File: src/rtl/turing_tape.sv
// turing_tape: parametrised TM tape with a valid/ready op port, clamp or wrap head and a multi-cycle CLEAR sweep
module turing_tape #(
  parameter int SYM_W = 2,
  parameter int DEPTH = 16,
  parameter int ADDR_W = 4,
  parameter int WRAP = 0,
  parameter int HOME = 0,
  parameter logic [SYM_W-1:0] BLANK = '1
) (
  input  logic              clk,
  input  logic              reset,
  input  logic              clear_req,
  input  logic              op_valid,
  output logic              op_ready,
  input  logic              op_write,
  input  logic [1:0]        op_move,
  input  logic [SYM_W-1:0]  wr_sym,
  output logic [SYM_W-1:0]  rd_sym,
  output logic              rd_valid,
  output logic [SYM_W-1:0]  cur_sym,
  output logic [ADDR_W-1:0] head,
  output logic              at_min,
  output logic              at_max,
  output logic              oob,
  output logic              busy
);
  typedef enum logic {IDLE, CLEAR} state_t;
  localparam logic [ADDR_W-1:0] LAST = ADDR_W'(DEPTH - 1);
  localparam logic [ADDR_W-1:0] HOME_A = ADDR_W'(HOME);
  logic [SYM_W-1:0] cells [DEPTH];
  state_t state;
  logic [ADDR_W-1:0] cnt;
  logic [ADDR_W-1:0] head_nxt;
  logic accept, left, right, bump;
  assign op_ready = state == IDLE && !clear_req;
  assign accept = op_valid && op_ready;
  assign left = op_move == 2'b01;
  assign right = op_move == 2'b10;
  assign at_min = head == '0;
  assign at_max = head == LAST;
  assign busy = state == CLEAR;
  assign cur_sym = cells[head];
  // bump: a move that would leave the tape; it wraps or holds depending on WRAP
  assign bump = (left && at_max) || (right && at_min);
  always_comb
    head_nxt = left  ? (at_max ? (WRAP != 0 ? '0 : head) : head + ADDR_W'(1)) :
               right ? (at_min ? (WRAP != 0 ? LAST : head) : head - ADDR_W'(1)) : head;
  always_ff @(posedge clk) begin
    if (reset) begin
      for (int i = 0; i < DEPTH; i++) cells[i] <= BLANK;
      head <= HOME_A;
      state <= IDLE;
      cnt <= '0;
      rd_sym <= BLANK;
      rd_valid <= 1'b0;
      oob <= 1'b0;
    end else begin
      rd_valid <= accept;
      if (state == IDLE) begin
        if (clear_req) begin
          state <= CLEAR;
          cnt <= '0;
          oob <= 1'b0;
        end else if (op_valid) begin
          rd_sym <= cells[head];
          if (op_write) cells[head] <= wr_sym;
          head <= head_nxt;
          if (WRAP == 0 && bump) oob <= 1'b1;
        end
      end else begin
        cells[cnt] <= BLANK;
        cnt <= cnt + ADDR_W'(1);
        if (cnt == LAST) begin
          head <= HOME_A;
          state <= IDLE;
        end
      end
    end
  end
endmodule

File: config.mk
export PLATFORM = sky130hd
export DESIGN_NAME = turing_tape
export DESIGN_NICKNAME = d
export VERILOG_FILES = /design/src/rtl/turing_tape.sv
export SDC_FILE = /design/constraint.sdc
export NUM_CORES = 1
export LEC_CHECK = 0
export ABC_AREA = 1
export CORE_MARGIN = 10
export CORE_UTILIZATION = 60
export DETAILED_ROUTE_END_ITERATION = 7
export GPL_TIMING_DRIVEN = 0
export PLACE_DENSITY = 0.84
export SLEW_MARGIN = 10
export SYNTH_ARGS = -nofsm -noshare
export SYNTH_HDL_FRONTEND = slang
export SYNTH_SLANG_ARGS = --single-unit
File: constraint.sdc
create_clock -name clk -period 3.2 [get_ports clk]
set_clock_uncertainty 0.15 [all_clocks]
set_input_delay 0.64 -clock clk [delete_from_list [all_inputs] [get_ports clk]]
set_output_delay 0.64 -clock clk [all_outputs]
set_load 0.02 [all_outputs]
After elaboration in Yosys (flattened, before gate mapping) --
Memory sizes are Yosys's and may differ from the RTL's. A register that Yosys moved wholly into a read port is not among the register bits. Cells that the tools add are included.
Word-level totals: bits in registers 13, bits in writable memories 32, bits of input ports 9, word-level logic and storage cells 72, memories kept 1
Memories:
- cells | words 16, bits a word 2, read ports 1, clocked after Yosys merged registers in 1, wr ports 16, RTL line 30 | logic [SYM_W-1:0] cells [DEPTH];
Cells by class: add/sub/neg operators 3, equality and inequality tests 8, muxes and demuxes 35, bitwise logic cells 2, reductions and logical operators 17
Operators with widths (count):
- 4-bit 2-to-1 mux | 14
- 1-bit 2-to-1 mux | 19
- 4-bit by 1-bit adder with 4-bit output (second input constant) | 2
- 4-bit == test (second input constant) | 2
- 2-bit nonzero test | 4
- 3-bit AND reduction | 2
- 6-bit AND reduction | 1
- 1-bit logical AND | 4
- 4-bit logical NOT | 1
- 2-bit 2-to-1 mux | 2
- 2-bit by 1-bit inequality test with 1-bit output (second input constant) | 2
- 2-bit OR reduction | 2
- 4-bit by 1-bit subtractor with 4-bit output (second input constant) | 1
- 3-bit by 1-bit inequality test with 1-bit output (second input constant) | 1
- 3-bit inequality test (second input constant) | 1
- 3-bit nonzero test | 1
- 2-bit by 1-bit == test with 1-bit output (second input constant) | 1
- 2-bit == test (second input constant) | 1
- 1-bit inverter | 2
- 1-bit logical NOT | 1
- 1-bit logical OR | 1

Logic depth before layout (Yosys ltp) --
Gate-level depths: netlist of the first run.
depth after elaboration 9, mapped depth 11, depth with buffers taken out 11

Worst setup path before layout of the first run --
No wires, ideal clock.
path kind input port to flip-flop, start point input port reset, end point memory cells[5][0] (enable), library setup time 0.298 ns, arrival 1.631 ns, data required time 2.752 ns, setup slack 1.121 ns, stages on the path 8, buffers on the path 1, path through inv_2 -> nand2_8 -> o21ai_2 -> inv_2 -> nor3_4 -> buf_6 -> nand2_1 -> nand2_1
RTL lines:
- from (decl) | RTL line 11 | input logic reset,
- to (decl) | RTL line 30

==> impl_summary.txt, run 1 <==
----------------------------------------------------
[Outcome]
  Run status ... completed

[Yosys]
  Most common library cells after synthesis ... 110 x sky130_fd_sc_hd__nand2_1, 53 x sky130_fd_sc_hd__nand3_1, 34 x sky130_fd_sc_hd__inv_1
  Top post-synthesis cells by area ... sky130_fd_sc_hd__edfxtp_1 35%, sky130_fd_sc_hd__nand2_1 15%, sky130_fd_sc_hd__dfxtp_1 12%
  Count of flip-flops with a built-in enable after synthesis ... 32
  Share of synthesized area occupied by flip-flops and latches ... 0.476
  Cell with the most instances after synthesis ... sky130_fd_sc_hd__nand2_1
  Synthesized-area fraction occupied by xor and xnor cells ... 0.00320
  Post-synthesis share of cell area spent on full adders, half adders and majority gates ... 0.0210
  Area share of the largest cell type after synthesis ... 0.351
  Average footprint of a synthesized cell ... 8.00 sq um
  Post-Synth Simple-Gate Area ... 0.356
  Async set-or-reset flop fraction in the synthesized netlist ... 0
  Most used DFF post-synth ... sky130_fd_sc_hd__edfxtp_1
  Cell type with the highest aggregate area in the netlist ... sky130_fd_sc_hd__edfxtp_1
  Fraction of synthesized area in multiplexers ... 0
  Largest family of logic cells by synthesized area ... simple AND/OR/NAND/NOR gates
  Warning count from the yosys run ... 0
  Distinct cell type count of the synthesized netlist ... 31
  Flip-flop and latch count after synthesis ... between 40 and 50
  Synthesized netlist net count ... 355
  Post-synthesis compound-gate area fraction ... 0.0567
  Area of the mapped netlist ... between 0.002 and 0.003 sq mm
  Post-synthesis instance total ... approximately 340

[Clock tree]
  Post-CTS Repair Setup Buffers ... 0
  Clock Pin Slew Worst Setup and Hold Paths ... approximately 0.080 ns
  Source-to-sink clock delay at the later pin of the worst-skew pair ... between 0.3 and 0.4 ns
  Clock root buffer master ... sky130_fd_sc_hd__clkbuf_8
  Count of H-tree levels built during CTS ... 2
  CTS sink cnt ... a little under 50
  Number of buffers added by the clock tree synthesis step ... 5
  CTS Buffer Depth ... 2
  TritonCTS clock tree ... yes

[Placement]
  Total half-perimeter wirelength after legalization and detailed placement ... around 4.6 mm
  Worst setup slack before clock tree synthesis ... 0.334 ns
  Number of input and output port buffers inserted ... 22
  Weighted congestion reported at the end of routability-driven placement ... between 0.8 and 0.9

[Global routing]
  First-pass GRT wire length ... just over 10 mm
  Global-route congestion overflow total ... 0
  Number of global-route vias before repair ... around 2,200
  Initial antenna violation count ... 0
  Pin count of the biggest net entering global routing ... 15
  Combined global-route utilization of all metal layers ... 0.165

[Run]
  Max-cap viol count ... 0

[Floorplanning]
  Initial cell density of the core ... 0.624
  Die Height ... 87.5 um
  Overall die width ... 87.5 um
  Placement Rows ... 24
  Core box area ... about 0.0044 sq mm
  Area enclosed by the die boundary ... approximately 0.0077 sq mm
  Ports ... 23

[Cells and area]
  Number of antenna cells inserted ... 0
  Share of final-layout standard cells stronger than drive strength 1 ... 0.121
  Util after Layout ... 0.711
  Area growth from synthesis to layout ... 14.0%
  Net count of the finished layout ... roughly 380

[Worst setup path]
  Crit-path slowest cell ... sky130_fd_sc_hd__dfxtp_1
  Crit path to ... cur_sym[0]
  Largest driver fanout on the critical path ... 10
  Source of the worst register-to-register timing path ... busy
  Length in cells of the worst reg-to-reg path ... 11
  Bufs and invs on worst path ... 4
  Slack of the worst reg-to-reg path ... 1.20 ns
  CP startpoint kind ... register
  Destination of the worst register-to-register timing path ... cells[6][0]
  Worst Path Class, Setup ... register to primary output
  Crit. End Element ... primary output
  Cell seen most often among critical-path stages ... sky130_fd_sc_hd__nand2_1
  Top Family by Delay on Critical Path ... buffers and inverters
  Ordered cell list for the critical path ... buf_2 > inv_1 > clkbuf_4 > nand2_1 > nand2_1 > nand2_1 > nand3_1 > nand3_1 > nand2_1 > dlymetal6s2s_1
  Data required time of the worst path ... 2.41 ns
  Crit-path max cell delay ... a little over 0.3 ns
  Arr. time, crit path ... a little under 2 ns
  Crit path depth ... 10

[Detailed routing]
  Vias after detailed routing ... 2,315
  First-pass iteration count of the detailed router ... 5
  DRT Wirelength ... 6.04 mm
  Number of violations reported at the end of detailed-routing iteration 0 ... about 180
  Post-route DRC ... 0
  Remaining number of nets flagged by the antenna check after routing ... 0
  Met2 Routed Length ... around 3.0 mm
  Post-Route M1 WL ... 2.42 mm
  Post-detailed-route via-to-cell ratio ... about 5.5
  Uppermost layer routed ... met4
  Wirelength per Cell ... 14.2 um
  Met3 routed wirelength ... 477 um

[STA]
  Post-route clock period utilization ... 0.849
  Number of slew-limit violations in the final report ... 0
  Post-route worst hold slack ... ~0.33 ns
  Summed negative setup slack over all endpoints ... 0 ns
  Worst relative slew slack ... 0.630
  PnR worst setup slack ... slightly below 0.5 ns
  Tightest Pin Transition ... 0.553 ns
  Fmax ... between 300 and 400 MHz
  Unrepaired setup endpoints after global routing ... false
  Shortest clock period the worst path allows after layout ... between 2 and 3 ns
  Final Hold Fails ... 0
  Final count of negative-setup-slack endpoints ... 0

[Pwr]
  Leak ... 0.00127 uW
  Peak supply drop ... ~0.33 mV
  Power per cell area ... around 460 mW/mm^2
  Total power after layout ... between 1000 and 1500 uW

[Min path]
  Worst Hold Class ... register to register

----------------------------------------------------
-- worst register-to-register path, delay by kind of cell (launching register included) --
kind          cells  cell delay [ns]
buf+inv           3             0.41
simple gates      8             0.85
flops             1             0.33
-- worst min-delay path by stage --
stage,from,endpoint,slack (ns),depth (start not counted)
2_1_floorplan,cnt[0],cnt[0],0.33,1
3_3_place_gp,rd_sym[0],rd_sym[0],0.30,2
3_5_place_dp,oob,oob,0.31,2
4_1_cts,rd_sym[0],rd_sym[0],0.33,2
5_1_grt,rd_sym[1],rd_sym[1],0.35,2
6_report,rd_sym[1],rd_sym[1],0.33,2
-- layout make-up --
cell class	instances	area, sq um
sequential	49	1300
fill	353	1260
multi-input combinational	239	1190
timing repair buffer	22	225
inverter	42	158
clock buffer	8	90.1
buffer	12	83.8
tap	52	65.1
-- per-layer routing --
| metal | track usage | vias to the layer above |
|---|---|---|
| met1 | 0.184 | 1033 |
| met4 | 0.0638 | 0 |
| li1 | - | 1171 |
| met3 | 0.0487 | 12 |
| met5 | 0 | - |
| met2 | 0.287 | 99 |
-- cell usage in the layout (no fill, tap or decap), types with 6 or more instances in the layout --
cell type                         count
sky130_fd_sc_hd__nand3_1             53
sky130_fd_sc_hd__nand2_1            110
sky130_fd_sc_hd__a21oi_1              6
sky130_fd_sc_hd__clkbuf_8             6
sky130_fd_sc_hd__nor2_1              28
sky130_fd_sc_hd__inv_2                8
sky130_fd_sc_hd__clkdlybuf4s50_1     20
sky130_fd_sc_hd__dfxtp_1             16
sky130_fd_sc_hd__edfxtp_1            32
sky130_fd_sc_hd__inv_1               34
sky130_fd_sc_hd__o21ai_0             10
-- sequential cells by signal, summed over array words and instances (netlist names), named ones only --
signal / count
busy: 1
cells: 32
cnt: 4
head: 4
oob: 1
rd_sym: 2
rd_valid: 1
-- kinds of logic after synthesis --
logic type               after synthesis
XOR/XNOR                               1
buffers and inverters                 54
flip-flops                            49
adder cells (fa/ha/maj)                4
AO/OA/AOI/OAI                         24
AND/OR/NAND/NOR                      210
-- power by group --
group	total [uW]	internal, uW	switching [uW]
Sequential	711	690	20.9
Combinational	348	124	224
Clock	379	177	202
-- stage by stage --
step / instance area, sq um / instances
floorplan: 2740 / 342
global route: 3120 / 424
detailed placement: 3020 / 416
finish: 3120 / 424
CTS: 3110 / 424
global placement: 3020 / 416
-- repair_timing --
item	in CTS	in global routing
hold buffers	0	0
setup endpoints to repair	0	2
resized for setup	0	4
No activity file was read; power rests on OpenSTA's default activity.
==> run 2: changes to the inputs <==
--- a/config.mk
+++ b/config.mk
@@ -7,10 +7,10 @@
 export LEC_CHECK = 0
 export ABC_AREA = 1
 export CORE_MARGIN = 10
-export CORE_UTILIZATION = 60
+export CORE_UTILIZATION = 58
 export DETAILED_ROUTE_END_ITERATION = 7
 export GPL_TIMING_DRIVEN = 0
-export PLACE_DENSITY = 0.84
+export PLACE_DENSITY = 0.82
 export SLEW_MARGIN = 10
 export SYNTH_ARGS = -nofsm -noshare
 export SYNTH_HDL_FRONTEND = slang
==> constraint.sdc (replaced) <==
create_clock -name clk -period 2.6 [get_ports clk]
set_clock_uncertainty 0.15 [all_clocks]
set_input_delay 0.52 -clock clk [delete_from_list [all_inputs] [get_ports clk]]
set_output_delay 0.52 -clock clk [all_outputs]
set_load 0.02 [all_outputs]
==> run 2 against run 1 <==
Against the previous run: critical path depth fell by 1; sequential power rose by 23%; global-route usage fell by 0.72 points; non-clock buffer count did not move; cell count did not move; combinational power rose by 22%; die area rose by 2.7%; hold slack improved by 0.011 ns; critical endpoint is now cells[8][1]; largest power group unchanged.
==> impl_summary.txt, run 2 (synthesized netlist as in run 1, its figures left out) <==
----------------------------------------------------
[Pwr]
  Peak supply drop ... between 0.2 and 0.3 mV
  Total power after layout ... around 1800 uW
  Leak ... between 0.001 and 0.0015 uW
  Power per cell area ... about 580 mW/mm^2

[Worst setup path]
  Start point of the critical path ... reset
  Source of the worst register-to-register timing path ... busy
  Length in cells of the worst reg-to-reg path ... 11
  Crit path to ... cells[8][1]
  Crit. End Element ... register
  Data required time of the worst path ... ~2.4 ns
  CP startpoint kind ... input pin
  Crit-path max cell delay ... a little under 0.6 ns
  Crit-path slowest cell ... sky130_fd_sc_hd__clkdlybuf4s50_1
  Destination of the worst register-to-register timing path ... cells[0][1]
  Largest driver fanout on the critical path ... 10
  Slack of the worst reg-to-reg path ... 0.60 ns
  Ordered cell list for the critical path ... clkdlybuf4s50_1 > inv_2 > nand2_8 > inv_2 > nand2_2 > o21ai_4 > nor2_4 > inv_1 > o21ai_0
  Worst Path Class, Setup ... input pin to register
  Cell seen most often among critical-path stages ... sky130_fd_sc_hd__inv_2
  Arr. time, crit path ... 2.29 ns

[Clock tree]
  Clock Pin Slew Worst Setup and Hold Paths ... about 0.09 ns
  Source-to-sink clock delay at the later pin of the worst-skew pair ... slightly below 0.3 ns
  Count of H-tree levels built during CTS ... 2
  Clock root buffer master ... sky130_fd_sc_hd__clkbuf_8
  CTS Buffer Depth ... 2
  Post-CTS Repair Setup Buffers ... 0
  Number of buffers added by the clock tree synthesis step ... 5
  Total of hold buffers inserted after clock tree synthesis ... 0
  CTS sink cnt ... 49
  Resize count post-CTS ... 9
  TritonCTS clock tree ... yes

[STA]
  Number of slew-limit violations in the final report ... 0
  Unrepaired setup endpoints after global routing ... false
  Fmax ... approximately 410 MHz
  Final count of negative-setup-slack endpoints ... 0
  Post-route clock period utilization ... 0.949
  Post-route worst hold slack ... 0.339 ns
  PnR worst setup slack ... approximately 0.13 ns
  Worst relative slew slack ... 0.651
  Shortest clock period the worst path allows after layout ... 2.47 ns
  Tightest Pin Transition ... 0.521 ns
  Final Hold Fails ... 0

[Cells and area]
  Regs by FF count ... cells: 32 flops, cnt: 4 flops, head: 4 flops
  Post-route standard cell area excluding fillers ... 0.00313 sq mm
  Net count of the finished layout ... about 380
  Most flop-heavy register ... cells
  Number of antenna cells inserted ... 0
  Leading cell type in the layout, fill and taps excluded ... sky130_fd_sc_hd__nand2_1
  Commonest cells after routing, fill and taps aside ... 110 x sky130_fd_sc_hd__nand2_1, 53 x sky130_fd_sc_hd__nand3_1, 33 x sky130_fd_sc_hd__inv_1, 32 x sky130_fd_sc_hd__edfxtp_1, 28 x sky130_fd_sc_hd__nor2_1
  Share of final-layout standard cells stronger than drive strength 1 ... 0.134
  Number of flip-flops in the largest register ... 32
  Area growth from synthesis to layout ... 14.5%
  Final non-filler cell total ... 424

[Floorplanning]
  Overall die width ... between 80 and 90 um
  Initial cell density of the core ... 0.611
  Ports ... 23
  Core box area ... between 0.004 and 0.005 sq mm
  Placement Rows ... 24
  Die Height ... about 90 um
  Area enclosed by the die boundary ... about 0.0079 sq mm

[Global routing]
  Number of global-route vias before repair ... 2,092
  Initial antenna violation count ... 0
  Global-route congestion overflow total ... 0
  Combined global-route utilization of all metal layers ... 0.158
  First-pass GRT wire length ... 9.78 mm
  Pin count of the biggest net entering global routing ... 16

[Detailed routing]
  Post-route DRC ... 0
  Remaining number of nets flagged by the antenna check after routing ... 0
  Post-detailed-route via-to-cell ratio ... ~5.5
  First-pass iteration count of the detailed router ... 5
  Vias after detailed routing ... roughly 2,300
  Number of violations reported at the end of detailed-routing iteration 0 ... roughly 270
  DRT Wirelength ... approximately 6 mm
  Wirelength per Cell ... 14.1 um

[Min path]
  Worst Hold Class ... register to register

[Outcome]
  Run status ... completed

[Placement]
  Worst setup slack before clock tree synthesis ... -0.179 ns
  Total half-perimeter wirelength after legalization and detailed placement ... 4.59 mm
  Number of input and output port buffers inserted ... 22
  Weighted congestion reported at the end of routability-driven placement ... roughly 0.85
  Area post-placement ... 0.00302 sq mm
  Number of placed cells counting well taps ... ~420

[Run]
  Max-cap viol count ... 0

----------------------------------------------------
-- run 2: how the worst min path moves through the flow --
| stage | slack, ns | startpoint | endpoint | cells after the start |
|---|---|---|---|---|
| after floorplan | 0.33 | cnt[0] | cnt[0] | 1 |
| after global placement | 0.30 | rd_sym[1] | rd_sym[1] | 2 |
| after detailed placement | 0.31 | rd_sym[0] | rd_sym[0] | 2 |
| after CTS | 0.33 | rd_sym[0] | rd_sym[0] | 2 |
| after global routing | 0.36 | rd_sym[0] | rd_sym[0] | 2 |
| final | 0.34 | oob | oob | 2 |
-- run 2: where the power goes --
group / switching [uW] / internal, uW / leakage (uW)
registers: 26.1 / 849 / 0.000361
logic: 278 / 148 / 0.000859
clock network: 242 / 283 / 0.0000518
total: 546 / 1280 / 0.00127
-- run 2: layer usage --
metal  GRT usage  vias to the layer above  share of wire
li1            -                     1173              -
met1       0.207                     1059           0.43
met2       0.242                       85           0.46
met3      0.0432                       12          0.086
met4      0.0587                        0          0.017
met5           0                        -              0
-- run 2: cell type report --
class	count	area, sq um
tap	52	65.1
inverter	42	158
fill	369	1340
multi-input combinational	239	1190
clock buffer	5	68.8
timing repair buffer	22	210
buffer	12	90.1
sequential	49	1300
clock inverter	3	41.3
-- run 2: stage by stage --
stage | util | setup TNS, ns
after global routing | 0.700 | 0
after detailed placement | 0.675 | -5.02
final | 0.700 | 0
after global placement | 0.675 | -2.38
after floorplan | - | 0
after CTS | 0.701 | 0
-- run 2: worst max-delay path: cells and delay by family --
kind	cells	cell delay, ns
and+or+nand+nor	3	0.45
buffers and inverters	4	0.91
AOI/OAI and AO/OA	2	0.41
